**config.mk**
```make
export PLATFORM = sky130hd
export DESIGN_NAME = instr_prefetch_queue
export DESIGN_NICKNAME = d
export VERILOG_FILES = /design/src/rtl/mips_pkg.sv /design/src/rtl/instr_prefetch_queue.sv
export SDC_FILE = /design/constraint.sdc
export NUM_CORES = 1
export LEC_CHECK = 0
export CORE_UTILIZATION = 40
export DETAILED_ROUTE_END_ITERATION = 8
export PLACE_DENSITY_LB_ADDON = 0.05
export SYNTH_ARGS = -nofsm -noshare
export SYNTH_HDL_FRONTEND = slang
export SYNTH_SLANG_ARGS = --single-unit
```
**constraint.sdc**
```tcl
create_clock -name Clk -period 3.5 [get_ports Clk]
set_clock_uncertainty 0.1 [all_clocks]
set_input_delay 0.525 -clock Clk [delete_from_list [all_inputs] [get_ports Clk]]
set_output_delay 0.525 -clock Clk [all_outputs]
set_load 0.05 [all_outputs]
```
**src/rtl/mips_pkg.sv**
```systemverilog
// Shared MIPS pipeline constants used by the fetch/decode front end.
package mips_pkg;
   localparam int INSTR_WIDTH = 32;
   localparam logic [31:0] NOP_INSTR = 32'h0000_0000;
   localparam int PREFETCH_DEPTH = 4;
endpackage

```
**src/rtl/instr_prefetch_queue.sv**
```systemverilog
// Prefetch FIFO of {PC, instruction} pairs between fetch and decode.
// The whole queue is discarded on a branch/jump redirect (Flush).
module instr_prefetch_queue
   import mips_pkg::*;
#(
   parameter int DEPTH = PREFETCH_DEPTH,
   parameter int WIDTH = INSTR_WIDTH
) (
   input  logic                     Clk,
   input  logic                     Reset,
   input  logic                     Flush,
   input  logic                     InValid,
   output logic                     InReady,
   input  logic [WIDTH-1:0]         InPC,
   input  logic [WIDTH-1:0]         InInstruction,
   output logic                     OutValid,
   input  logic                     OutReady,
   output logic [WIDTH-1:0]         OutPC,
   output logic [WIDTH-1:0]         OutInstruction,
   output logic [$clog2(DEPTH):0]   Count
);

   localparam int PW = $clog2(DEPTH);
   localparam int CW = PW + 1;
   localparam logic [CW-1:0] FULL_CNT = CW'(DEPTH);

   logic [WIDTH-1:0] pc_mem    [DEPTH];
   logic [WIDTH-1:0] instr_mem [DEPTH];
   logic [PW-1:0]    wr_ptr;
   logic [PW-1:0]    rd_ptr;
   logic [CW-1:0]    count_q;
   logic             push;
   logic             pop;

   // DEPTH is a power of two, so natural overflow gives the modulo wrap.
   function automatic logic [PW-1:0] ptr_inc(input logic [PW-1:0] p);
      return p + PW'(1);
   endfunction

   assign InReady  = (count_q < FULL_CNT);
   assign OutValid = (count_q != '0);
   assign Count    = count_q;
   assign push     = InValid && InReady;
   assign pop      = OutValid && OutReady;

   // Empty queue presents a NOP so decode sees harmless data.
   assign OutPC          = OutValid ? pc_mem[rd_ptr]    : '0;
   assign OutInstruction = OutValid ? instr_mem[rd_ptr] : WIDTH'(NOP_INSTR);

   always_ff @(posedge Clk) begin
      if (Reset) begin
         wr_ptr  <= '0;
         rd_ptr  <= '0;
         count_q <= '0;
         for (int i = 0; i < DEPTH; i++) begin
            pc_mem[i]    <= '0;
            instr_mem[i] <= '0;
         end
      end else if (Flush) begin
         wr_ptr  <= '0;
         rd_ptr  <= '0;
         count_q <= '0;
      end else begin
         if (push) begin
            pc_mem[wr_ptr]    <= InPC;
            instr_mem[wr_ptr] <= InInstruction;
            wr_ptr            <= ptr_inc(wr_ptr);
         end
         if (pop) begin
            rd_ptr <= ptr_inc(rd_ptr);
         end
         if (push && !pop) begin
            count_q <= count_q + CW'(1);
         end else if (pop && !push) begin
            count_q <= count_q - CW'(1);
         end
      end
   end

endmodule

```
==> results of run 1 <==
routing by layer:
| metal | global-route usage, % | vias up | share of wire (%) |
|---|---|---|---|
| met4 | 3.399 | 2 | 1.4 |
| met2 | 31.62 | 176 | 50 |
| met3 | 2.843 | 30 | 5.7 |
| li1 | - | 2948 | - |
| met5 | 0 | - | 0.044 |
| met1 | 24.86 | 3336 | 43 |
state kept, by name, indices dropped and copies added, names as in the netlist, named ones only:
name	cells
rd_ptr	2
wr_ptr	2
instr_mem	128
Count	3
pc_mem	128
power groups by stage:
stage          logic, mW  clock network [mW]  registers (mW)
3_3_place_gp        1.10                   0            3.73
4_1_cts             1.11                2.99            3.69
2_1_floorplan      0.659                   0            3.74
3_5_place_dp        1.11                   0            3.75
6_report            1.09                2.91            3.68
5_1_grt             1.16                3.11            3.70
cells in the final DEF (no fill, tap or decap), types with 2 or more instances in the layout:
cell type / netlist / final
bufinv_16: 0 / 3
clkinv_2: 0 / 6
and3b_2: 0 / 2
buf_12: 0 / 8
dfxtp_4: 0 / 2
clkbuf_1: 21 / 6
mux4_2: 64 / 64
clkbuf_16: 0 / 29
dfxtp_1: 9 / 6
and2_1: 320 / 320
edfxtp_1: 256 / 256
inv_1: 3 / 3
clkinvlp_4: 0 / 2
buf_4: 4 / 11
clkdlybuf4s50_1: 0 / 136
nor2_1: 7 / 7
or2_4: 0 / 3
xor2_1: 5 / 5
clkinv_1: 0 / 7
logic make-up after synthesis:
group / count (synthesis)
mux: 65
compound gates: 5
buf+inv: 53
fa+ha+maj: 2
simple gates: 339
flops: 265
xor+xnor: 6
critical path, stage by stage (launching register included):
cell	delay (ps)
dfxtp_1	600
or3_4	330
buf_4	280
and2_1	160
clkdlybuf4s50_1	820
area by class of cell:
type | instances | area, um2 | share of cell area [%]
inverter | 3 | 11.26 | 0.07692
multi-input combinational | 418 | 3746 | 25.59
clock inverter | 18 | 161.4 | 1.103
clock buffer | 35 | 748.2 | 5.111
sequential | 265 | 7876 | 53.80
antenna | 1 | 2.502 | 0.01709
timing repair buffer | 156 | 1613 | 11.02
tap | 384 | 480.5 | 3.282
metrics by stage:
| step | util (%) | total power, mW | hold WS [ps] |
|---|---|---|---|
| after floorplan | - | 4.403 | 384.7 |
| after global placement | 47.40 | 4.827 | 431.0 |
| after detailed placement | 47.40 | 4.853 | 439.8 |
| after CTS | 50.58 | 7.788 | 461.7 |
| after global routing | 50.58 | 7.966 | 502.1 |
| final | 50.59 | 7.685 | 458.4 |
repair_timing:
action,4_1_cts,5_1_grt
gates resized for setup,3,0
endpoints found under the setup margin,43,0
buffers inserted,0,0
how the worst min path moves through the flow:
stage	from	end	slack, ps
detailed placement	rd_ptr[0]$_SDFFE_PP0P_	rd_ptr[0]$_SDFFE_PP0P_	440
floorplan	rd_ptr[1]$_SDFFE_PP0P_	flop	380
global placement	rd_ptr[0]$_SDFFE_PP0P_	rd_ptr[0]$_SDFFE_PP0P_	430
finish	rd_ptr[0]$_SDFFE_PP0P_	rd_ptr[0]$_SDFFE_PP0P_	460
global route	rd_ptr[0]$_SDFFE_PP0P_	flop	500
CTS	rd_ptr[0]$_SDFFE_PP0P_	rd_ptr[0]$_SDFFE_PP0P_	460
==> key figures, run 1 <==
Status
  – Outcome: completed

Placement
  – Dpl cells: between 1000 and 1500
  – Post-detail-place hpwl: 14.34 mm
  – Setup WS pre-CTS: around 360 ps
  – Placed instance area: 13720 um2
  – Placer Congestion: 0.7054
  – PortBufs: 137

Routing
  – Starting DRT DRC Count: 396
  – Drt total wl: 27.20 mm
  – Final ANT Viol Nets: 0
  – WL/cell: around 21 um
  – DRT Pass-1 Iters: 4
  – Via density: 5.072
  – DRC Markers: 0
  – Via count: 6492

Worst setup path
  – Worst setup path startpoint: Count[0]$_SDFFE_PP0P_
  – Worst setup path end: OutInstruction[27]
  – Worst Path Required: 2870 ps
  – Startpoint types: flop
  – RR Endpoint: Count[2]$_SDFFE_PP0P_
  – Largest fanout on the critical path: 24
  – Arrival @ worst endpoint: 2740 ps
  – Worst flop-to-flop path startpoint: Count[0]$_SDFFE_PP0P_
  – Reg2reg setup slack: 1140 ps
  – WS Path Type: reg2out
  – Setup crit end kind: output pin
  – R2r worst-path depth: 7

Yosys
  – Area leader, netlist: edfxtp_1
  – Mux contribution to synthesized area: 12.26%
  – Share of flip-flops with an asynchronous set or reset: 0%
  – Post-synthesis compound-gate area fraction: 0.3065%
  – Sequential cell area fraction in the yosys report: roughly 66%
  – Ranking of synthesized cells by area: edfxtp_1 65%, and2_1 17%, mux4_2 12%, dfxtp_1 1.5%, clkbuf_1 0.67%
  – Post-Syn Area: 11840 um2
  – Most common cell in the netlist: and2_1
  – Ys Warns: 0
  – Net Count, Synth: between 800 and 900
  – Largest family of logic cells by synthesized area: simple AND/OR/NAND/NOR gates
  – Simple-gate portion of the synthesized area: 17.95%
  – Synth Area in XOR/XNOR: 0.4439%
  – Yosys cell types: 29
  – Syn Inst Count: 735
  – Synthesized area per cell: around 16 um2
  – Post-synthesis adder-cell area fraction: 0.2748%
  – Commonest cells post-synth: 320 x and2_1, 256 x edfxtp_1, 64 x mux4_2, 21 x clkbuf_1, 10 x clkbuf_2
  – EDFF count, synth: 256
  – Area share of the largest cell type after synthesis: 64.93%
  – #FFs+latches synth: 265
  – Most common flop cell mapped by yosys: edfxtp_1

Die
  – Row count: 62
  – Number of I/O pins: 138
  – Die area: 30290 um2
  – Die Width: 174.0 um
  – Core area: a little under 30000 um2
  – Die height: 174.0 um
  – Initial Util: 40.91%

Timing
  – Setup slack after layout: 134.8 ps
  – Final setup fails: 0
  – Fin crit period: around 3400 ps
  – Max_slew headroom: 44.96%
  – RSZ-0062 raised after global routing: false
  – Slew @ Worst Pin: approximately 830 ps
  – Final Hold Vio Count: 0
  – Fin crit share: 96.15%
  – Setup TNS: 0 ps
  – Max-slew violation count: 0
  – Fmax: 297.2 MHz

Clock network
  – Hold Buf Count CTS: 0
  – Clock-pin slew on the worst setup and hold paths: 60 ps
  – Clock sink count: 265
  – CTS tree: built
  – Clock insertion delay at the later pin of the skew report: 520 ps
  – H-Tree Depth: 1
  – Cts bufs inserted: 29
  – Clk root buf: clkbuf_16
  – CTS Buffer Depth: 3

Pwr
  – Leak Pwr: between 5 and 6 nW
  – Switching share of power: 24.64%
  – Combinational share of power: 14.2%
  – Int Pwr: 5.791 mW
  – Peak supply drop: between 0.3 and 0.4 mV
  – Flop pwr share: between 40% and 50%
  – Pwr/cell area: ~520 nW/um2
  – P_sw: ~1.9 mW
  – Clock power frac: 37.9%

Hold path
  – Hold Crit Class: reg2reg
  – Hold path cells: 2

Cells and area
  – Final Net Count: 944
  – Area growth from synthesis to layout: 23.65%
  – Filler cell count: 2460
  – Final std cells w/o fill: roughly 1300
  – Layout cells sized above 1: 15.31%
  – Fin area: 14640 um2

Job
  – MaxCap Viol Count: 0

Global route
  – Global-route usage over all layers: 18.38%
  – Initial antenna violation count: 1
  – Pin count of the biggest net entering global routing: 65
  – GR Overflow Total: 0
  – First-pass GRT wire length: between 40 and 50 mm
  – Vias in the first global route: 7005
No activity file was read; power rests on OpenSTA's default activity.
==> run 2: changes to the inputs <==
CORE_UTILIZATION = 56   (was 40)
SETUP_SLACK_MARGIN = 0.3   (was not set)
SLEW_MARGIN = 20   (was not set)
==> key figures, run 2 (synthesized netlist as in run 1, its figures left out) <==
Clock network
  – CTS Buffer Depth: 3
  – CTS tree: built
  – Hold Buf Count CTS: 0
  – Post-CTS Setup Bufs: 0
  – Cts bufs inserted: 27
  – Clock sink count: 265
  – Cts repair resizes: 65
  – Clk root buf: clkbuf_16
  – Clock-pin slew on the worst setup and hold paths: 60 ps
  – Clock insertion delay at the later pin of the skew report: 520 ps
  – H-Tree Depth: 1

Die
  – Row count: 52
  – Die height: 147.4 um
  – Number of I/O pins: 138
  – Initial Util: 57.77%
  – Core area: 20490 um2
  – Die area: approximately 22000 um2
  – Die Width: 147.4 um

Routing
  – WL/cell: 21.34 um
  – Via count: 6545
  – DRC Markers: 0
  – DRT Pass-1 Iters: 4
  – Starting DRT DRC Count: 387
  – Drt total wl: 24.80 mm
  – Final ANT Viol Nets: 0
  – Via density: 5.633

Status
  – Outcome: completed

Global route
  – Vias in the first global route: around 7000
  – Global-route usage over all layers: a little under a quarter
  – Pin count of the biggest net entering global routing: 65
  – GR Overflow Total: 0
  – First-pass GRT wire length: 39.18 mm
  – Initial antenna violation count: 1

Timing
  – Max-slew violation count: 0
  – Fin crit period: between 3000 and 4000 ps
  – Fin crit share: 89.00%
  – RSZ-0062 raised after global routing: true
  – WHS: 434.7 ps
  – Max_slew headroom: between 50% and 60%
  – Final setup fails: 0
  – Slew @ Worst Pin: 722.6 ps
  – Setup TNS: 0 ps
  – Final Hold Vio Count: 0
  – Fmax: 321.0 MHz

Cells and area
  – Final Net Count: between 900 and 1000
  – Most frequent cells in the layout: 320 x and2_1, 256 x edfxtp_1, 72 x clkdlybuf4s50_1
  – Layout cells sized above 1: 15.15%
  – Area growth from synthesis to layout: 21.58%
  – Most common cell after layout, fill and taps aside: and2_1

Worst setup path
  – Arrival @ worst endpoint: 2490 ps
  – Worst Path Required: approximately 2900 ps
  – Startpoint types: flop
  – Setup crit end kind: output pin
  – WS Path Type: reg2out
  – R2r worst-path depth: 7
  – Largest fanout on the critical path: 57

Hold path
  – Hold path cells: 2
  – Hold Crit Class: reg2reg

Placement
  – Post-detail-place hpwl: 14.11 mm
  – PortBufs: 137
  – Placer Congestion: roughly 0.70

Pwr
  – Pwr/cell area: 520.7 nW/um2
  – Leak Pwr: 5.405 nW
  – Overall power: 7.495 mW
  – Peak supply drop: 0.3952 mV

Job
  – MaxCap Viol Count: 0
-- run 2: cell count changes in the layout (fill, tap and decap cells not counted), sizes merged --
cell,change
clkdlybuf4s50,-64
buf,+1
dlygate4sd2,+39
clkinv,-1
clkdlybuf4s15,+21
clkinvlp,-2
or3,-1
clkbuf,+3
-- run 2: worst paths after layout --
| path | start | to | slack (ps) |
|---|---|---|---|
| setup reg to reg | Count[2]$_SDFFE_PP0P_ | Count[2]$_SDFFE_PP0P_ | 1180 |
| setup / recovery | Count[0]$_SDFFE_PP0P_ | OutPC[21] | 380 |
| hold / removal | rd_ptr[0]$_SDFFE_PP0P_ | flop | 430 |
| hold reg to reg | rd_ptr[0]$_SDFFE_PP0P_ | flop | 430 |
-- run 2: where the power goes --
part           internal, mW  switching [mW]  total, mW
sequential             3.63          0.0524       3.68
clock                  1.65            1.13       2.78
combinational         0.377           0.654       1.03
total                  5.66            1.84       7.49
-- run 2: per-layer routing --
layer	share of wire (%)	GRT usage, %
met5	0	0
met4	0.97	4.072
met3	6.3	3.519
met2	51	41.75
met1	41	32.76
-- run 2: layout make-up --
cell class	count	area, um2
clock buffers	34	711.9
diodes	1	2.502
flip-flops and latches	265	7875
fillers	1358	6101
clock inverters	15	140.1
inverters	3	11.26
multi-input cells	417	3735
well taps	270	337.8
repair buffers	157	1580
-- run 2: through the flow --
step,instance area [um2],util (%),cells,setup slack (ps)
after floorplan,11840,-,735,612.1
after global placement,13610,66.39,1112,650.8
after detailed placement,13610,66.39,1112,551.1
after CTS,14380,70.15,1161,345.3
after global routing,14390,70.22,1161,277.8
final,14390,70.23,1162,385.0
-- run 2: critical path, stage by stage, from the launching register on --
cell,delay (ps)
dfxtp_1,390
or3_2,660
buf_12,270
and2_1,180
clkdlybuf4s15_1,460
